**src/rtl/lsu_pkg.sv**
```systemverilog
// Shared definitions for the load/store memory-access stage.
//   lsu_state_t : FSM states of lsu_mem_access
//   BE_WORD     : byte-enable pattern for a full-word access
//   ALIGN_MASK  : address bits that must be zero for a word access
//   is_aligned  : true when the low address bits describe a word boundary
package lsu_pkg;

    typedef enum logic [1:0] {
        IDLE     = 2'd0,
        REQ      = 2'd1,
        WAIT_RSP = 2'd2
    } lsu_state_t;

    localparam logic [3:0] BE_WORD    = 4'hF;
    localparam logic [1:0] ALIGN_MASK = 2'b11;

    function automatic logic is_aligned(input logic [1:0] lo);
        return (lo & ALIGN_MASK) == 2'b00;
    endfunction

endpackage

```
**src/rtl/lsu_timeout_ctr.sv**
```systemverilog
// Response timeout counter for the memory-access stage.
//   addr_clk  in  clock
//   addr_rst  in  asynchronous active-low reset
//   clear     in  restart the count at zero
//   enable    in  advance the count by one this cycle
//   expired   out count has reached TIMEOUT_CYCLES-1
module lsu_timeout_ctr #(
    parameter int unsigned TIMEOUT_CYCLES = 16
) (
    input  logic addr_clk,
    input  logic addr_rst,
    input  logic clear,
    input  logic enable,
    output logic expired
);

    localparam int unsigned CW = $clog2(TIMEOUT_CYCLES);
    localparam logic [CW-1:0] LAST = CW'(TIMEOUT_CYCLES - 1);

    logic [CW-1:0] count;

    // Holds at LAST so the counter never wraps back into a live range.
    always_ff @(posedge addr_clk or negedge addr_rst) begin
        if (!addr_rst) begin
            count <= '0;
        end else if (clear) begin
            count <= '0;
        end else if (enable && !expired) begin
            count <= count + CW'(1);
        end
    end

    assign expired = (count == LAST);

endmodule

```
**src/rtl/lsu_mem_access.sv**
```systemverilog
// Memory-access stage after the load/store address generator.
// Checks word alignment, runs a req/gnt/rvalid handshake to data memory,
// stalls the pipeline while a transaction is outstanding, and returns load
// data / destination register or reports misalignment and bus timeout.
//   addr_clk, addr_rst             clock, asynchronous active-low reset
//   addr, ld_valid, sd_valid       request from the address generator
//   st_data, ld_rd                 store data / load destination register
//   dmem_*                         data-memory request/response interface
//   ld_data, ld_data_valid, ld_rd_out   load result to writeback
//   st_done                        store completion pulse
//   lsu_busy                       pipeline stall request
//   misaligned_err, bus_err, err_addr   error pulses and faulting address
module lsu_mem_access
    import lsu_pkg::*;
#(
    parameter int unsigned DATA_WIDTH     = 32,
    parameter int unsigned GPR_ADDR_WIDTH = 5,
    parameter int unsigned TIMEOUT_CYCLES = 16
) (
    input  logic                      addr_clk,
    input  logic                      addr_rst,
    input  logic [DATA_WIDTH-1:0]     addr,
    input  logic                      ld_valid,
    input  logic                      sd_valid,
    input  logic [DATA_WIDTH-1:0]     st_data,
    input  logic [GPR_ADDR_WIDTH-1:0] ld_rd,
    output logic                      dmem_req,
    output logic                      dmem_we,
    output logic [DATA_WIDTH-1:0]     dmem_addr,
    output logic [DATA_WIDTH-1:0]     dmem_wdata,
    output logic [3:0]                dmem_be,
    input  logic                      dmem_gnt,
    input  logic                      dmem_rvalid,
    input  logic [DATA_WIDTH-1:0]     dmem_rdata,
    output logic [DATA_WIDTH-1:0]     ld_data,
    output logic                      ld_data_valid,
    output logic [GPR_ADDR_WIDTH-1:0] ld_rd_out,
    output logic                      st_done,
    output logic                      lsu_busy,
    output logic                      misaligned_err,
    output logic                      bus_err,
    output logic [DATA_WIDTH-1:0]     err_addr
);

    lsu_state_t state_q, state_d;

    logic                      req_any, req_ok, accept, misalign;
    logic                      rsp_seen, timed_out, ctr_clear, ctr_en, expired;
    logic [DATA_WIDTH-1:0]     cap_addr, cap_wdata;
    logic                      cap_we;
    logic [GPR_ADDR_WIDTH-1:0] cap_rd;

    assign req_any   = ld_valid | sd_valid;
    assign req_ok    = is_aligned(addr[1:0]);
    assign accept    = (state_q == IDLE) && req_any && req_ok;
    assign misalign  = (state_q == IDLE) && req_any && !req_ok;
    assign rsp_seen  = (state_q == WAIT_RSP) && dmem_rvalid;
    // A response on the final waiting cycle takes priority over the timeout.
    assign timed_out = (state_q == WAIT_RSP) && !dmem_rvalid && expired;
    assign ctr_clear = (state_q == REQ) && dmem_gnt;
    assign ctr_en    = (state_q == WAIT_RSP);

    lsu_timeout_ctr #(
        .TIMEOUT_CYCLES(TIMEOUT_CYCLES)
    ) u_timeout (
        .addr_clk (addr_clk),
        .addr_rst (addr_rst),
        .clear    (ctr_clear),
        .enable   (ctr_en),
        .expired  (expired)
    );

    always_ff @(posedge addr_clk or negedge addr_rst) begin
        if (!addr_rst) state_q <= IDLE;
        else           state_q <= state_d;
    end

    // lsu_busy is gated by reset so every output reads 0 while reset is held,
    // even if upstream keeps a request asserted.
    always_comb begin
        state_d  = state_q;
        dmem_req = 1'b0;
        dmem_be  = '0;
        lsu_busy = addr_rst && (accept || (state_q != IDLE));
        unique case (state_q)
            IDLE:     if (accept) state_d = REQ;
            REQ: begin
                dmem_req = 1'b1;
                dmem_be  = BE_WORD;
                if (dmem_gnt) state_d = WAIT_RSP;
            end
            WAIT_RSP: if (rsp_seen || timed_out) state_d = IDLE;
            default:  state_d = IDLE;
        endcase
    end

    always_ff @(posedge addr_clk or negedge addr_rst) begin
        if (!addr_rst) begin
            cap_addr       <= '0;
            cap_wdata      <= '0;
            cap_we         <= 1'b0;
            cap_rd         <= '0;
            ld_data        <= '0;
            ld_rd_out      <= '0;
            ld_data_valid  <= 1'b0;
            st_done        <= 1'b0;
            misaligned_err <= 1'b0;
            bus_err        <= 1'b0;
            err_addr       <= '0;
        end else begin
            ld_data_valid  <= 1'b0;
            st_done        <= 1'b0;
            misaligned_err <= 1'b0;
            bus_err        <= 1'b0;
            if (accept) begin
                // Load wins when both valids are set; loads drive zero write data.
                cap_addr  <= {addr[DATA_WIDTH-1:2], 2'b00};
                cap_we    <= !ld_valid;
                cap_wdata <= ld_valid ? '0 : st_data;
                cap_rd    <= ld_rd;
            end
            if (misalign) begin
                misaligned_err <= 1'b1;
                err_addr       <= addr;
            end
            if (rsp_seen) begin
                if (cap_we) begin
                    st_done <= 1'b1;
                end else begin
                    ld_data_valid <= 1'b1;
                    ld_data       <= dmem_rdata;
                    ld_rd_out     <= cap_rd;
                end
            end
            if (timed_out) begin
                bus_err  <= 1'b1;
                err_addr <= cap_addr;
            end
        end
    end

    assign dmem_addr  = cap_addr;
    assign dmem_we    = cap_we;
    assign dmem_wdata = cap_wdata;

endmodule
```
**config.mk**
```make
export PLATFORM = sky130hd
export DESIGN_NAME = lsu_mem_access
export DESIGN_NICKNAME = d
export VERILOG_FILES = /design/src/rtl/lsu_pkg.sv /design/src/rtl/lsu_timeout_ctr.sv /design/src/rtl/lsu_mem_access.sv
export SDC_FILE = /design/constraint.sdc
export NUM_CORES = 1
export LEC_CHECK = 0
export ABC_AREA = 0
export CAP_MARGIN = 10
export CORE_MARGIN = 3
export CORE_UTILIZATION = 42
export CTS_CLUSTER_SIZE = 20
export DETAILED_ROUTE_END_ITERATION = 10
export HOLD_SLACK_MARGIN = 0.1
export PLACE_DENSITY = 0.82
export SYNTH_ARGS = -nofsm -noshare
export SYNTH_HDL_FRONTEND = slang
export SYNTH_SLANG_ARGS = --single-unit
```
**constraint.sdc**
```tcl
create_clock -name addr_clk -period 4.4 [get_ports addr_clk]
set_input_delay 0.44 -clock addr_clk [delete_from_list [all_inputs] [get_ports addr_clk]]
set_output_delay 0.44 -clock addr_clk [all_outputs]
set_load 0.03 [all_outputs]
```
-- Yosys cells after proc, flatten, opt, wreduce, memory -nomap -nowiden
Cells that the tools add are included.
- input bits: 107
- word-level logic and storage cells: 61
- output and inout bits: 144
- bits in registers: 147
- reductions and logical operators: 22
- muxes and demuxes: 17
- $add $sub $neg: 1
- equal/unequal tests: 6
- bitwise gates (word level): 2
- operators by type and width (kind ; count):
    $mux W32 ; 3
    $mux W4 ; 3
    $logic_and A1 B1 Y1 ; 9
    $mux W1 ; 7
    $mux W2 ; 3
    $ne A2 B2 Y1 const B ; 3
    $pmux W2 S3 ; 1
    $reduce_bool A2 Y1 ; 3
    $add A4 B1 Y4 const B ; 1
    $eq A4 B4 Y1 const B ; 1
    $logic_not A1 Y1 ; 4
    $logic_not A2 Y1 ; 2
    $reduce_and A3 Y1 ; 1
    $eq A2 B1 Y1 const B ; 1
    $eq A2 B2 Y1 const B ; 1
    $logic_or A1 B1 Y1 ; 2
    $reduce_and A2 Y1 ; 1
    $not A1 Y1 ; 1
    $or A1 B1 Y1 ; 1

-- Depth between registers and ports, before layout
Gate-level depths: netlist of the first run.
- word-level depth: 6
- mapped depth: 7
- depth with buffers taken out: 4

-- Hierarchy
A second synthesis of the first run with hierarchy kept.
- cells, all modules: 487
- area total of the unflattened synthesis: 6402.4 um^2
- by module, submodules not included (module ; cells each ; area an instance (um^2) ; instances ; sequential area each (um^2)):
    lsu_mem_access ; 467 ; 6173.4 ; 1 ; 3578.4
    lsu_timeout_ctr ; 20 ; 229.0 ; 1 ; 100.1

-- Least setup slack after synthesis of the first run
OpenSTA, ideal clock, no wires.
- kind: in2out
- start: input addr[1]
- end: output lsu_busy
- cell stages on the path: 4
- setup slack: 2.005 ns
- data arrival time: 1.955 ns
- buffers on the path: 1
- data required time: 3.960 ns
- path through: nor2_1 > clkbuf_1 > nand3_1 > a21boi_0
- longest elaborated chain between the ends: 4
- ends and longest elaborated chain (item ; line ; RTL):
    start, declared ; lsu_mem_access.sv:22 ; input logic [DATA_WIDTH-1:0] addr,
    $logic_not A2 Y1 ; lsu_pkg.sv:18 ; return (lo & ALIGN_MASK) == 2'b00;
    $logic_and A1 B1 Y1 ; lsu_mem_access.sv:55 ; assign accept = (state_q == IDLE) && req_any && req_ok;
    $logic_or A1 B1 Y1 ; lsu_mem_access.sv:84 ; lsu_busy = addr_rst && (accept || (state_q != IDLE));
    $logic_and A1 B1 Y1 ; lsu_mem_access.sv:84 ;
    end, declared ; lsu_mem_access.sv:39 ; output logic lsu_busy,
No other way between the ends.

-- Worst setup path in the final report of the first run
- start: input sd_valid
- end: output lsu_busy
- longest elaborated chain between the ends: 5
- ends and longest elaborated chain (item ; line ; RTL):
    start, declared ; lsu_mem_access.sv:24 ; input logic sd_valid,
    $or A1 B1 Y1 ; lsu_mem_access.sv:53 ; assign req_any = ld_valid | sd_valid;
    $logic_and A1 B1 Y1 (2 in series) ; lsu_mem_access.sv:55 ;
    $logic_or A1 B1 Y1 ; lsu_mem_access.sv:84 ;
    $logic_and A1 B1 Y1 ; lsu_mem_access.sv:84 ;
No other way between the ends.

==> results of run 1 <==
cell type report:
class	count	share of cell area
multi-input cells	301	0.2667
flip-flops and latches	147	0.3768
well taps	211	0.02704
clock buffers	23	0.04896
clock inverters	9	0.01551
repair buffers	259	0.2642
inverters	2	0.0007690
synth_stat cells, types with 3 or more instances:
| cell | count |
|---|---|
| nand3_1 | 7 |
| nand4b_1 | 30 |
| buf_4 | 8 |
| mux2i_1 | 3 |
| o31ai_1 | 31 |
| buf_2 | 7 |
| nor2_1 | 4 |
| nor2b_1 | 33 |
| mux2_4 | 30 |
| and3_1 | 4 |
| clkbuf_1 | 30 |
| mux2_2 | 74 |
| a21oi_1 | 3 |
| dfrtp_1 | 147 |
| a31oi_1 | 30 |
| nor3_1 | 32 |
report_power, final:
part / switching [mW] / leakage, nW / total, mW / internal (mW)
Clock: 0.540 / 0.307 / 1.53 / 0.993
Sequential: 0.328 / 1.82 / 2.18 / 1.85
Combinational: 1.57 / 1.91 / 2.91 / 1.34
metrics by stage:
step | total power, mW | cell area (µm²) | setup WS [ns] | std cells | hold WS, ns
6_report | 6.621 | 9762 | 1.303 | 952 | 0.5042
5_1_grt | 6.931 | 9762 | 1.191 | 952 | 0.5167
4_1_cts | 6.684 | 9762 | 1.299 | 952 | 0.5078
3_5_place_dp | 5.120 | 9123 | 1.312 | 919 | 0.3947
3_3_place_gp | 5.046 | 9123 | 1.402 | 919 | 0.3841
2_1_floorplan | 3.813 | 6573 | 2.005 | 501 | 0.1444
flip-flops by register name, summed over array words and instances (netlist names):
signal,flops
dmem_wdata,32
err_addr,32
ld_data,32
dmem_addr,30
cap_rd,5
ld_rd_out,5
u_timeout.count,4
state_q,2
bus_err,1
dmem_we,1
ld_data_valid,1
misaligned_err,1
st_done,1
cell usage in the layout (no fill, tap or decap), types with 2 or more instances in the layout:
cell	netlist	layout
a21oi_1	3	3
a31oi_1	30	30
a32o_1	2	2
and3_1	4	3
buf_4	8	10
bufinv_16	0	4
clkbuf_1	30	3
clkbuf_16	0	17
clkbuf_8	0	3
clkdlybuf4s50_1	0	246
clkinv_2	0	3
conb_1	1	2
dfrtp_1	147	147
inv_1	2	2
mux2_2	74	74
mux2_4	30	30
mux2i_1	3	3
nand2_1	2	2
nand2b_1	2	2
nand3_1	7	7
nand4b_1	30	30
nor2_2	0	2
nor2b_1	33	33
nor3_1	32	32
o21ai_0	2	2
o31ai_1	31	31
or3_1	2	2
worst max-delay path by stage:
stage               startpoint                         end  cells past startpoint
global route          ld_valid                    lsu_busy                      6
finish                sd_valid                    lsu_busy                      6
global placement      ld_valid                    lsu_busy                      6
detailed placement    sd_valid  dmem_wdata[31]$_DFFE_PN0P_                      4
CTS                   sd_valid                    lsu_busy                      6
floorplan              addr[1]                    lsu_busy                      4
routing by layer:
| layer | track usage | part of all wire |
|---|---|---|
| met5 | 0 | 0 |
| met3 | 0.06929 | 0.082 |
| met1 | 0.2707 | 0.40 |
| met2 | 0.3196 | 0.49 |
| met4 | 0.06897 | 0.022 |
repair_timing:
action | in CTS | in global routing
setup buffers | 0 | 0
hold buffers | 1 | 0
setup endpoints to repair | 0 | 0
hold endpoints to repair | 41 | 0
cells by family (layout without fill, tap and decap cells):
kind of cell             after synthesis  after routing  share of synthesized area
flip-flops                           147            147                     0.5600
buffers and inverters                 53            293                    0.04686
other                                  1              2                  0.0005709
adder cells (fa/ha/maj)                1              1                   0.001904
AND/OR/NAND/NOR                      122            122                     0.1187
AO/OA/AOI/OAI                         69             69                    0.07200
multiplexers                         107            107                     0.2000
worst reg2reg max path, cell delays in order (launching register included):
cell     delay, ns
dfrtp_1       0.45
nor2_2        0.12
buf_4         0.35
and3_4        1.02
mux2_2        0.48
==> impl_metrics.py, run 1 <==
metrics = {
    "outcome": {
        "status": "completed",
    },
    "logic_synthesis": {
        "synth_largest_area_cell": "dfrtp_1",
        "async_flop_share": 1.000,
        "syn_inst": 500,
        "avgSynthCellArea_um2": 13.14,
        "ys_seq_area_frac": 0.5600,
        "synthTopCellsByArea": "dfrtp_1 (56%), mux2_2 (13%), mux2_4 (6.9%)",
        "synth_ff_type": "dfrtp_1",
        "synth_edf_count": 0,
        "synth_top_area_share": 0.5600,
        "yosys_warnings": 0,
        "synth_cell_type_count": 34,
        "synth_seq_cells": 147,
        "synthesis.area_mm2": 0.006569,
    },
    "sta": {
        "period_share": 0.7039,
        "drv_slew": 0,
        "skew_ns": 0.007943,
        "worstMarginPinSlew_ns": 1.125,
        "setup_viol_count_final": 0,
        "max_freq_mhz": 322.9,
        "hold_viol_final": 0,
        "layout_min_cycle_time_ns": 3.097,
        "tns_ns": 0,
        "rsz0062_at_grt": "no",
        "maxSlewHeadroom": 0.2500,
    },
    "clock_tree": {
        "clock-sinks": 147,
        "insertion_delay_ns": 0.41,
        "cts_tree": "built",
        "clockBufferDepth": 2,
        "cts_root_buf": "clkbuf_16",
        "cts_made_buffers": 17,
        "clk_pin_slew_ns": 0.06,
        "cts_max_level": 4,
        "cts_resized": 0,
    },
    "final_layout": {
        "n_antenna_cell": 0,
        "area_growth_pct": 48.61,
        "multiInputGateArea_mm2": 0.002604,
        "nFillCells": 1165,
        "layout-drive-gt1-share": 0.2038,
        "register_area_mm2": 0.003679,
        "nNetsFinal": 836,
        "final_util": 0.6398,
    },
    "critical_path": {
        "end_kind": "output port",
        "worstPathRequired_ns": 3.96,
        "cp-start-kind": "input pin",
        "r2r_slack_ns": 1.87,
        "cp_slowest_stage_delay_ns": 0.52,
        "ff2ff_path_depth": 4,
        "cp_slowest_cell": "clkdlybuf4s50_1",
        "worstReg2RegStart": "state_q[1]$_DFFE_PN0P_",
        "worst_r2r_endpoint": "dmem_addr[31]$_DFFE_PN0P_",
        "cp.buffers_inverters": 3,
        "cpLargestDelayFamily": "buffers and inverters",
        "crit_type": "in2out",
        "crit_chain": "clkdlybuf4s50_1, or2_1, buf_4, nand3_1, a21boi_0, buf_12",
        "cp_data_arrival_time_ns": 2.66,
        "cp_max_fo": 19,
    },
    "placement": {
        "io_buffers": 248,
        "dp_hpwl_mm": 12.22,
        "gp_congestion": 0.8258,
    },
    "min_path": {
        "hold_class": "reg2reg",
        "holdPathEnd": "ld_data[23]$_DFFE_PN0P_",
        "whs_path_depth": 1,
        "hold_start": "ld_data[23]$_DFFE_PN0P_",
    },
    "floorplan": {
        "dieWidth_um": 131.1,
        "fp.coreArea_mm2": 0.01526,
        "dieArea_mm2": 0.01718,
        "die_h_um": 131.1,
        "start_util": 0.4305,
        "num_rows": 45,
        "io-pin-count": 251,
    },
    "global_route": {
        "grt_pass1_wl_mm": 27.59,
        "grt_max_degree": 68,
        "grt_usage": 0.2054,
        "first_global_vias": 5116,
        "grt_overflow": 0,
        "antenna_found_initial": 0,
    },
    "routing": {
        "drtAntennaViolNets": 0,
        "drtIter0Drc": 249,
        "routed_wl_mm": 17.83,
        "vias": 5075,
        "avgRoutedWirePerCell_um": 18.73,
        "dr.pass1.iters": 5,
        "drcViolationCount": 0,
        "viasPerCell": 5.331,
    },
    "job": {
        "cap_violations": 0,
    },
    "power": {
        "powerDensity_mw_per_mm2": 678.3,
        "leakagePower_nw": 4.038,
        "peakVddDrop_mv": 0.4614,
    },
}
No activity file was read; power rests on OpenSTA's default activity.
==> run 2, diff against run 1 <==
--- a/config.mk
+++ b/config.mk
@@ -8,7 +8,7 @@
 export ABC_AREA = 0
 export CAP_MARGIN = 10
 export CORE_MARGIN = 3
-export CORE_UTILIZATION = 42
+export CORE_UTILIZATION = 40
 export CTS_CLUSTER_SIZE = 20
 export DETAILED_ROUTE_END_ITERATION = 10
 export HOLD_SLACK_MARGIN = 0.1
==> constraint.sdc (replaced) <==
create_clock -name addr_clk -period 2.6 [get_ports addr_clk]
set_input_delay 0.26 -clock addr_clk [delete_from_list [all_inputs] [get_ports addr_clk]]
set_output_delay 0.26 -clock addr_clk [all_outputs]
set_load 0.03 [all_outputs]
==> impl_metrics.py, run 2 (synthesis results as in run 1) <==
metrics = {
    "floorplan": {
        "num_rows": 46,
        "fp.coreArea_mm2": 0.01600,
        "start_util": 0.4105,
        "dieWidth_um": 134.2,
        "die_h_um": 134.2,
        "io-pin-count": 251,
        "dieArea_mm2": 0.01800,
    },
    "power": {
        "powerDensity_mw_per_mm2": 1134,
        "sw_frac_of_total": 0.3753,
        "pwr-share-clk": 0.219,
        "power_frac_comb": 0.447,
        "leakagePower_nw": 4.029,
        "power_frac_seq": 0.334,
        "peakVddDrop_mv": 0.6159,
        "p_int_mw": 6.914,
        "p_switching_mw": 4.153,
    },
    "placement": {
        "gp_congestion": 0.8410,
        "io_buffers": 248,
        "dp_hpwl_mm": 12.37,
        "place_inst": 925,
    },
    "clock_tree": {
        "clock-sinks": 147,
        "cts_max_level": 4,
        "cts_setup_buffers": 0,
        "cts_root_buf": "clkbuf_16",
        "cts_tree": "built",
        "clk_pin_slew_ns": 0.06,
        "clockBufferDepth": 2,
        "insertion_delay_ns": 0.41,
        "cts_made_buffers": 17,
    },
    "routing": {
        "drtAntennaViolNets": 0,
        "drtIter0Drc": 390,
        "routed_wl_mm": 18.11,
        "viasPerCell": 5.282,
        "dr.pass1.iters": 4,
        "vias": 5060,
        "avgRoutedWirePerCell_um": 18.90,
        "drcViolationCount": 0,
    },
    "sta": {
        "drv_slew": 0,
        "tns_ns": 0,
        "maxSlewHeadroom": 0.4533,
        "worstMarginPinSlew_ns": 0.8200,
        "setup_viol_count_final": 0,
        "rsz0062_at_grt": "no",
        "layout_min_cycle_time_ns": 2.303,
        "period_share": 0.8858,
        "max_freq_mhz": 434.2,
        "skew_ns": 0.007691,
        "hold_viol_final": 0,
    },
    "job": {
        "cap_violations": 0,
    },
    "final_layout": {
        "final_util": 0.6102,
        "area_growth_pct": 48.63,
        "nNetsFinal": 837,
        "nFillCells": 1260,
        "layout_commonest_cell": "clkdlybuf4s50_1",
        "n_antenna_cell": 0,
        "fin_cells": 958,
        "layout-drive-gt1-share": 0.2075,
        "final_cell_mix": "clkdlybuf4s50_1 (246), dfrtp_1 (147), mux2_2 (74), nor2b_1 (33), nor3_1 (32)",
    },
    "global_route": {
        "antenna_found_initial": 0,
        "first_global_vias": 5274,
        "grt_overflow": 0,
        "grt_pass1_wl_mm": 28.92,
        "grt_usage": 0.2006,
        "grt_max_degree": 148,
    },
    "critical_path": {
        "worstPathRequired_ns": 2.34,
        "cp_data_arrival_time_ns": 2.04,
        "end_kind": "output port",
        "crit_path_start": "state_q[0]$_DFFE_PN0P_",
        "cp_max_fo": 8,
        "worstReg2RegStart": "state_q[1]$_DFFE_PN0P_",
        "cp-start-kind": "flop",
        "crit_type": "reg2out",
    },
    "outcome": {
        "status": "completed",
    },
    "min_path": {
        "hold_class": "in2reg",
        "hold_start": "dmem_rdata[20]",
    },
}
run 2: stage by stage:
| stage | power [mW] | cell area (µm²) | hold slack (ns) | setup slack [ns] |
|---|---|---|---|---|
| final | 11.07 | 9763 | 0.4586 | 0.2968 |
| after global routing | 11.56 | 9763 | 0.4416 | 0.1540 |
| after CTS | 11.17 | 9763 | 0.4393 | 0.2725 |
| after detailed placement | 8.685 | 9163 | 0.4692 | 0.5262 |
| after global placement | 8.558 | 9163 | 0.4490 | 0.5682 |
| after floorplan | 6.452 | 6573 | -0.03559 | 0.5648 |
run 2: cell type report:
type / count / area [µm²] / share of cell area
sequential: 147 / 3679 / 0.3768
timing repair buffer: 260 / 2611 / 0.2675
multi-input combinational: 301 / 2605 / 0.2668
clock buffer: 23 / 488.0 / 0.04998
tap: 216 / 270.3 / 0.02768
clock inverter: 9 / 102.6 / 0.01051
inverter: 2 / 7.507 / 0.0007689
run 2: path summary, 6_finish.rpt:
path                                        endpoint  slack, ns  cells after the start
setup reg to reg             ld_data[25]$_DFFE_PN0P_       0.64                      4
setup / recovery                          dmem_be[0]       0.30                      2
max in group asynchronous  dmem_wdata[0]$_DFFE_PN0P_       1.41                      3
hold reg to reg                cap_rd[1]$_DFFE_PN0P_       0.50                      1
min in group asynchronous  dmem_wdata[3]$_DFFE_PN0P_       0.54                      3
hold / removal               ld_data[20]$_DFFE_PN0P_       0.46                      2
run 2: worst max-delay path: stages, from the launching register on:
cell	delay (ns)
dfrtp_1	0.45
nor2b_1	0.43
clkdlybuf4s50_1	0.76
run 2: power by group through the flow:
| stage | Clock [mW] | Combinational, mW | Sequential (mW) |
|---|---|---|---|
| floorplan | 0 | 1.26 | 5.19 |
| global placement | 0 | 4.88 | 3.68 |
| detailed placement | 0 | 4.96 | 3.72 |
| CTS | 2.48 | 4.99 | 3.70 |
| global route | 2.59 | 5.17 | 3.80 |
| finish | 2.42 | 4.94 | 3.70 |
run 2: timing repair:
| item | in CTS | in global routing |
|---|---|---|
| hold buffers | 1 | 0 |
| gates resized for setup | 0 | 0 |
| endpoints found under the hold margin | 147 | 0 |
run 2: routing by layer:
layer	up-vias	wire, µm	global-route usage
met5	-	0	0
met4	0	195	0.06222
met3	18	1102	0.05026
met2	189	9324	0.3360
met1	2557	7486	0.2582
li1	2296	-	-
